--- config.mk ---
export PLATFORM = sky130hd
export DESIGN_NAME = fifo_burst_writer
export DESIGN_NICKNAME = d
export VERILOG_FILES = /design/src/rtl/fifo_burst_writer.sv
export SDC_FILE = /design/constraint.sdc
export NUM_CORES = 1
export LEC_CHECK = 0
export CAP_MARGIN = 20
export CORE_ASPECT_RATIO = 0.8
export CORE_MARGIN = 2
export CORE_UTILIZATION = 30
export CTS_BUF_LIST = sky130_fd_sc_hd__clkbuf_8 sky130_fd_sc_hd__clkbuf_16
export DETAILED_ROUTE_END_ITERATION = 8
export PLACE_DENSITY_LB_ADDON = 0.05
export SLEW_MARGIN = 20
export SYNTH_ARGS = -nofsm -noshare
export SYNTH_HDL_FRONTEND = slang
export SYNTH_SLANG_ARGS = --single-unit
--- constraint.sdc ---
create_clock -name clk -period 3.3 [get_ports clk]
set_clock_uncertainty 0.1 [all_clocks]
set_input_delay 0.33 -clock clk [delete_from_list [all_inputs] [get_ports clk]]
set_output_delay 0.33 -clock clk [all_outputs]
set_load 0.03 [all_outputs]
--- src/rtl/fifo_burst_writer.sv ---
// Burst producer for the FIFO push port: one command (base, len) becomes len words {last, base+k}.
// Optional inter-word idle gap enabled by defining FIFO_BURST_WRITER_GAP_EN.
module fifo_burst_writer #(
    parameter int DATA_WIDTH = 32,
    parameter int MAX_BURST  = 256,
    parameter int GAP_WIDTH  = 4,
    localparam int LEN_W     = $clog2(MAX_BURST + 1)
) (
    input  logic                  clk,
    input  logic                  rst_n,
    input  logic                  cmd_valid_i,
    output logic                  cmd_ready_o,
    input  logic [DATA_WIDTH-1:0] cmd_base_i,
    input  logic [LEN_W-1:0]      cmd_len_i,
`ifdef FIFO_BURST_WRITER_GAP_EN
    input  logic [GAP_WIDTH-1:0]  cmd_gap_i,
`endif
    output logic                  push_valid_o,
    input  logic                  push_grant_i,
    output logic [DATA_WIDTH:0]   push_data_o,
    output logic                  busy_o,
    output logic                  done_o,
    output logic [LEN_W-1:0]      words_sent_o
);

`ifdef FIFO_BURST_WRITER_GAP_EN
    typedef enum logic [1:0] {IDLE = 2'd0, SEND = 2'd1, GAP = 2'd2, DONE = 2'd3} state_t;
`else
    typedef enum logic [1:0] {IDLE = 2'd0, SEND = 2'd1, DONE = 2'd3} state_t;
`endif

    function automatic logic [DATA_WIDTH:0] make_word(input logic last,
                                                      input logic [DATA_WIDTH-1:0] payload);
        return {last, payload};
    endfunction

    state_t                state_r, state_n;
    logic [LEN_W-1:0]      remain_r, remain_n;
    logic [LEN_W-1:0]      sent_r, sent_n;
    logic                  valid_r, valid_n;
    logic [DATA_WIDTH:0]   data_r, data_n;
    logic                  done_r, done_n;
    logic                  ready_r, ready_n;
    logic                  busy_r, busy_n;
    logic [LEN_W-1:0]      len_clamp_s;
    logic [DATA_WIDTH-1:0] next_payload_s;
    logic [GAP_WIDTH-1:0]  gap_len_s;

`ifdef FIFO_BURST_WRITER_GAP_EN
    logic [GAP_WIDTH-1:0]  gap_len_r, gap_len_n;
    logic [GAP_WIDTH-1:0]  gap_cnt_r, gap_cnt_n;
    assign gap_len_s = gap_len_r;
`else
    assign gap_len_s = {GAP_WIDTH{1'b0}};
`endif

    assign len_clamp_s    = (cmd_len_i > LEN_W'(MAX_BURST)) ? LEN_W'(MAX_BURST) : cmd_len_i;
    assign next_payload_s = data_r[DATA_WIDTH-1:0] + {{(DATA_WIDTH-1){1'b0}}, 1'b1};

    // Next-state and next-output decode for the burst sequencer
    always_comb begin
        state_n  = state_r;
        remain_n = remain_r;
        sent_n   = sent_r;
        valid_n  = valid_r;
        data_n   = data_r;
        done_n   = 1'b0;
`ifdef FIFO_BURST_WRITER_GAP_EN
        gap_len_n = gap_len_r;
        gap_cnt_n = gap_cnt_r;
`endif
        case (state_r)
            IDLE: begin
                if (cmd_valid_i) begin
                    sent_n   = {LEN_W{1'b0}};
                    remain_n = len_clamp_s;
`ifdef FIFO_BURST_WRITER_GAP_EN
                    gap_len_n = cmd_gap_i;
`endif
                    if (len_clamp_s != {LEN_W{1'b0}}) begin
                        state_n = SEND;
                        valid_n = 1'b1;
                        data_n  = make_word(len_clamp_s == LEN_W'(1), cmd_base_i);
                    end else begin
                        state_n = DONE;
                        done_n  = 1'b1;
                    end
                end else begin
                    state_n = IDLE;
                end
            end
            SEND: begin
                if (push_grant_i) begin
                    sent_n   = sent_r + LEN_W'(1);
                    remain_n = remain_r - LEN_W'(1);
                    if (remain_r == LEN_W'(1)) begin
                        state_n = DONE;
                        valid_n = 1'b0;
                        data_n  = {(DATA_WIDTH+1){1'b0}};
                        done_n  = 1'b1;
                    end else begin
                        data_n = make_word(remain_r == LEN_W'(2), next_payload_s);
                        if (gap_len_s == {GAP_WIDTH{1'b0}}) begin
                            valid_n = 1'b1;
                        end
`ifdef FIFO_BURST_WRITER_GAP_EN
                        else begin
                            // next word is staged now and simply held through the gap
                            state_n   = GAP;
                            valid_n   = 1'b0;
                            gap_cnt_n = gap_len_s;
                        end
`else
                        else begin
                            valid_n = 1'b1;
                        end
`endif
                    end
                end else begin
                    state_n = SEND;
                end
            end
`ifdef FIFO_BURST_WRITER_GAP_EN
            GAP: begin
                if (gap_cnt_r == GAP_WIDTH'(1)) begin
                    state_n = SEND;
                    valid_n = 1'b1;
                end else begin
                    gap_cnt_n = gap_cnt_r - GAP_WIDTH'(1);
                end
            end
`endif
            DONE: begin
                state_n = IDLE;
            end
            default: begin
                state_n = IDLE;
                valid_n = 1'b0;
                data_n  = {(DATA_WIDTH+1){1'b0}};
            end
        endcase
        ready_n = (state_n == IDLE);
        busy_n  = (state_n != IDLE);
    end

    // State and registered-output update
    always_ff @(posedge clk or negedge rst_n) begin
        if (!rst_n) begin
            state_r  <= IDLE;
            remain_r <= {LEN_W{1'b0}};
            sent_r   <= {LEN_W{1'b0}};
            valid_r  <= 1'b0;
            data_r   <= {(DATA_WIDTH+1){1'b0}};
            done_r   <= 1'b0;
            ready_r  <= 1'b1;
            busy_r   <= 1'b0;
`ifdef FIFO_BURST_WRITER_GAP_EN
            gap_len_r <= {GAP_WIDTH{1'b0}};
            gap_cnt_r <= {GAP_WIDTH{1'b0}};
`endif
        end else begin
            state_r  <= state_n;
            remain_r <= remain_n;
            sent_r   <= sent_n;
            valid_r  <= valid_n;
            data_r   <= data_n;
            done_r   <= done_n;
            ready_r  <= ready_n;
            busy_r   <= busy_n;
`ifdef FIFO_BURST_WRITER_GAP_EN
            gap_len_r <= gap_len_n;
            gap_cnt_r <= gap_cnt_n;
`endif
        end
    end

    assign cmd_ready_o  = ready_r;
    assign push_valid_o = valid_r;
    assign push_data_o  = data_r;
    assign busy_o       = busy_r;
    assign done_o       = done_r;
    assign words_sent_o = sent_r;

endmodule

==> results of run 1 <==
==> registers in the layout (all words and copies together) (netlist names) <==
signal and cells:
push_data_o 33, remain_r 9, words_sent_o 9, state_r 2, busy_o 1, cmd_ready_o 1
done_o 1, push_valid_o 1
==> final cells by class <==
class,instances,area [um2],share of cell area (%)
repair buffers,98,958.4,19.53
inverters,13,48.80,0.9941
well taps,148,185.2,3.773
clock inverters,5,47.55,0.9686
flip-flops and latches,57,1428,29.08
multi-input cells,322,1988,40.50
clock buffers,11,252.7,5.149
==> kinds of logic after synthesis <==
family / after synthesis
simple gates: 166
compound gates: 142
flops: 57
buf+inv: 36
xor+xnor: 6
fa+ha+maj: 5
mux: 3
==> metal layers <==
| metal | up-vias | track usage, % |
|---|---|---|
| met2 | 102 | 24.36 |
| met5 | - | 0 |
| met4 | 0 | 4.227 |
| li1 | 1730 | - |
| met1 | 1699 | 26.67 |
| met3 | 8 | 4.120 |
==> layout by cell type (no fill, tap or decap), types with 8 or more instances in the layout <==
master           netlist  routed
clkdlybuf4s50_1        0      89
dfrtp_1               56      56
nor2_1                40      39
o21ai_0               34      34
nand2_1               29      29
o21ai_1               27      27
a21oi_1               26      26
nand3_1               16      16
inv_1                 13      15
nor3_1                15      15
nand4_1               13      13
clkbuf_16              0       9
a31oi_1                8       8
==> power breakdown <==
group	leakage, nW	total, W	switching, W	internal, W
registers	0.698	0.00142	0.000451	0.000970
logic	1.00	0.00165	0.000929	0.000719
clock network	0.158	0.000930	0.000314	0.000616
total	1.86	0.00400	0.00169	0.00231
==> worst max-delay path, cell delays in order (launching register included) <==
cell and delay (ns):
dfrtp_1 0.43, ha_1 0.27, nor4b_2 0.18, a21o_1 0.15, buf_4 0.25, or3_1 0.38, o2bb2a_1 0.28, o211ai_1 0.16
==> path summary, 6_finish.rpt <==
check                      slack, ns          from              end
min in group clk                0.41  push_valid_o     push_valid_o
hold reg to reg                 0.41  push_valid_o     push_valid_o
setup reg to reg                0.98   remain_r[0]  push_data_o[25]
hold / removal                  0.40         rst_n  push_data_o[28]
max in group asynchronous       2.01         rst_n           done_o
setup / recovery                0.98   remain_r[0]  push_data_o[25]
==> through the flow <==
| step | utilization, % | setup WS (ns) | power (W) |
|---|---|---|---|
| after floorplan | - | 1.330 | 0.002346 |
| after global routing | 42.46 | 0.8788 | 0.004271 |
| final | 42.46 | 0.9820 | 0.003998 |
| after detailed placement | 39.77 | 0.8321 | 0.003084 |
| after global placement | 39.77 | 0.8513 | 0.003070 |
| after CTS | 42.46 | 0.9925 | 0.004042 |
==> metrics.cfg, run 1 <==
[synth]
synthTopCellsByArea = dfrtp_1, o21ai_0, nor2_1
synthAdderAreaFrac_pct = 1.751
synth_area_mm2 = 0.003572
seq_area_frac_synth_pct = 39.96
netlist.area_leader.share_pct = 39.23
synth_top_family_by_area = simple AND/OR/NAND/NOR gates
synth.distinct_cells = 63
synth_seq_cells = 57
async_flop_share_pct = 100.0
syn_inst = 415
synthSimpleGateAreaFrac_pct = 26.58
yosysMostFrequentCell = dfrtp_1
synth_mux_area_share_pct = 0.8406
synth_nets = 465
synth-compound-area-share_pct = 24.94
synthFlopType = dfrtp_1
synth_top_cell_by_area = dfrtp_1
synthTopCellsByCount = dfrtp_1, nor2_1, o21ai_0
synth_edf_count = 0
synth_xor_xnor_area_share_pct = 1.471
avgSynthCellArea_um2 = 8.608
yosys_warnings = 0

[drt]
ant_nets = 0
highest_layer = met4
drc = 0
vias = 3539
vias_per_cell = 5.411
drt_iter0_markers = 245
wl_um = 11000
drt_pass1_iterations = 5
avgRoutedWirePerCell_um = 16.81
dr_wl_met2_um = 4534
met3_length_um = 573
wl_met1_um = 5801

[global_routing]
grt_overflow = 0
grt_max_degree = 54
grt.total_usage_pct = 17.37
antenna_found_initial = 0
grt_pass1_vias = 3248
grt_pass1_wl_um = 17710

[setup_path]
required_ns = 3.43
endpoint_kind = register
arrival_ns = 2.45
worstSetupPathType = register to register
worstPathMaxFanout = 40
reg2reg_depth = 7
start_kind = register

[finish]
finish.instance_area_mm2 = 0.004908
synthToLayoutAreaGrowth_pct = 37.41
drive_above_1_share_pct = 8.103
fill_cells = 1161
antenna_cells = 0
finalNonFillerCells = 654
finalNetCount = 551

[power_and_ir_drop]
peakVddDrop_v = 0.0003907
power_density_mw_per_mm2 = 814.6
cellLeakagePower_nw = 1.856

[timing]
fmax_mhz = 431.4
final.setup.tns_ns = 0
worst_slew_pin_slew_ns = 0.6501
min_period_over_period_pct = 70.24
hold_viol_final = 0
hold_slack_ns = 0.3991
grt_setup_unrepaired = no
relSlewSlack_pct = 56.50
setup_viol = 0
period_needed_ns = 2.318
maxSlewViolCount = 0

[cts]
clk_pin_slew_worst_paths_ns = 0.05
ctsRootBufferMaster = clkbuf_16
cts_tree = done
cts.sinks = 57
clockBufferDepth = 2
h-tree-depth = 3
cts_buffers = 9
hold_buffers = 1
cts_resized = 0
cts_setup_buffers = 0
clk_latency_ns = 0.32

[die]
core_mm2 = 0.01156
num_io_pins = 91
num_rows = 35
start_util_pct = 30.90
fp.dieW_um = 126
fp.dieH_um = 101.6
dieArea_mm2 = 0.01280

[worst_hold_path]
hold_class = input pin to async pin

[place]
dp_hpwl_um = 7810
dpl_cell_area_mm2 = 0.004598
port_buffers = 90
placedCellCount = 637
place_congestion = 0.8191

[flow_run]
max-cap-violations = 0

[run_status]
status = complete, no violations

Note: power is estimated with default switching activity, not from simulation.
==> run 2: changes to the inputs <==
Clock period 3.3 ns to 2.35 ns, I/O delays scaled along.
==> run 2 against run 1 <==
The run now ends with hold timing left. Design area is 1.5% higher. Highest routed layer unchanged. Die area unchanged. Final cell count increased by 1.1%.
==> metrics.cfg, run 2 (synthesized netlist as in run 1, its figures left out) <==
[flow_run]
max-cap-violations = 0  ; unchanged

[place]
dp_hpwl_um = 7957  ; +1.9%
place_congestion = 0.8321  ; +1.6%
port_buffers = 90  ; unchanged
place_ws_ns = -0.03130  ; -0.8634 ns
placedCellCount = 645  ; +1.3%

[drt]
ant_nets = 0  ; unchanged
wl_um = 11170  ; +1.6%
avgRoutedWirePerCell_um = 16.90  ; +0.51%
drc = 0  ; unchanged
vias = 3537  ; -0.057%
drt_iter0_markers = 187  ; -24%
vias_per_cell = 5.351  ; -1.1%
drt_pass1_iterations = 4  ; -1

[die]
start_util_pct = 30.90  ; unchanged
dieArea_mm2 = 0.01280  ; unchanged
fp.dieH_um = 101.6  ; unchanged
fp.dieW_um = 126  ; unchanged
num_io_pins = 91  ; unchanged
core_mm2 = 0.01156  ; unchanged
num_rows = 35  ; unchanged

[setup_path]
worstSetupPathType = register to register
crit_chain = ha_1 -> nand3_1 -> nor4_4 -> and2_1 -> a32oi_1 -> o21ai_1
worstPathMaxFanout = 5  ; -88%
endpoint_kind = register
rr_endpoint = push_data_o[18]
path_delay_family = simple AND/OR/NAND/NOR gates
slowest_delay_ns = 0.50  ; +0.07 ns
arrival_ns = 2.32  ; -0.13 ns
worst-path-buf-inv = 0  ; -1
r2r_start = push_data_o[1]
rrSetupSlack_ns = 0.19  ; -0.79 ns
reg2reg_depth = 6  ; -1
start_kind = register
required_ns = 2.51  ; -0.92 ns
slowest_stage = nor4_4

[timing]
maxSlewViolCount = 0  ; unchanged
period_needed_ns = 2.159  ; -0.1586 ns
fmax_mhz = 463.1  ; +7.3%
relSlewSlack_pct = 47.80  ; -8.7 points
worst_slack_ns = 0.1906  ; -0.7914 ns
hold_slack_ns = -0.02184  ; -0.4209 ns
hold_viol_final = 34  ; +34
setup_viol = 0  ; unchanged
grt_setup_unrepaired = no
worst_slew_pin_slew_ns = 0.7830  ; +0.1329 ns
min_period_over_period_pct = 91.89  ; +22 points

[finish]
finalNonFillerCells = 661  ; +1.1%
final_cell_mix = clkdlybuf4s50_1, dfrtp_1, nor2_1
layout_commonest_cell = clkdlybuf4s50_1
finalNetCount = 558  ; +1.3%
antenna_cells = 0  ; unchanged
synthToLayoutAreaGrowth_pct = 39.47
fill_cells = 1153  ; -0.69%
register_area_mm2 = 0.001428  ; unchanged
fin_util_pct = 43.10  ; +0.64 points
multiInputGateArea_mm2 = 0.001993  ; +0.25%
drive_above_1_share_pct = 10.14  ; +2.0 points
largest_reg_flops = 33  ; unchanged

[global_routing]
grt_pass1_vias = 3374  ; +3.9%
grt_overflow = 0  ; unchanged
grt_max_degree = 58  ; +7.4%
antenna_found_initial = 0  ; unchanged
grt_pass1_wl_um = 18370  ; +3.8%
grt.total_usage_pct = 18.14  ; +0.77 points

[power_and_ir_drop]
finalPower_w = 0.005624  ; +41%
power_density_mw_per_mm2 = 1129  ; +39%
cellLeakagePower_nw = 1.890  ; +1.8%
peakVddDrop_v = 0.0005779  ; +48%

[cts]
ctsRootBufferMaster = clkbuf_16
cts.sinks = 57  ; unchanged
hold_buffers = 0  ; -1
clockBufferDepth = 2  ; unchanged
cts_buffers = 9  ; unchanged
clk_latency_ns = 0.33  ; about the same
cts_tree = done
h-tree-depth = 3  ; unchanged
clk_pin_slew_worst_paths_ns = 0.06  ; about the same

[run_status]
violations = hold timing
status = finished with violations

[worst_hold_path]
hold_class = input pin to async pin

## run 2: cell count changes in the layout (fill, tap and decap cells not counted), sizes merged
cell / previous run / this run
clkbuf: 11 / 13
inv: 15 / 14
bufinv: 1 / 0
dlygate4sd3: 1 / 0
buf: 8 / 16
## run 2: how the worst max path moves through the flow
stage	start	to	slack, ns	depth (start not counted)
floorplan	push_data_o[10]	push_data_o[29]	0.38	6
global placement	remain_r[0]	push_data_o[28]	0.05	6
detailed placement	remain_r[0]	push_data_o[28]	-0.03	6
CTS	remain_r[1]	push_data_o[22]	0.17	7
global route	push_data_o[1]	push_data_o[18]	0.03	6
finish	push_data_o[1]	push_data_o[18]	0.19	6
## run 2: area by class of cell
class,instances,area share (%)
Tap cell,148,3.717
Sequential cell,57,28.65
Timing Repair Buffer,105,20.74
Clock inverter,3,0.2762
Inverter,13,0.9794
Multi-Input combinational cell,322,40.00
Clock buffer,13,5.625
## run 2: where the power goes
part	internal [W]	leakage, nW	switching (W)	total (W)
sequential	0.00136	0.698	0.000641	0.00200
clock	0.000820	0.153	0.000449	0.00127
combinational	0.00103	1.04	0.00132	0.00235
total	0.00322	1.89	0.00241	0.00562
## run 2: timing repair
item | CTS | global route
cloned | 0 | 0
resized for setup | 1 | 1
setup endpoints to repair | 3 | 4
buffers inserted | 0 | 0
## run 2: layer usage
layer	up-vias	GRT usage [%]	share of wire (%)
li1	1746	-	-
met1	1705	27.17	53
met2	78	25.85	42
met3	8	4.807	4.5
met4	0	4.565	0.93
met5	-	0	0
## run 2: per-stage QoR
stage	area (um2)	TNS [ns]
CTS	4981	0
global placement	4683	0
finish	4982	0
floorplan	3572	0
detailed placement	4683	-0.06521
global route	4982	0
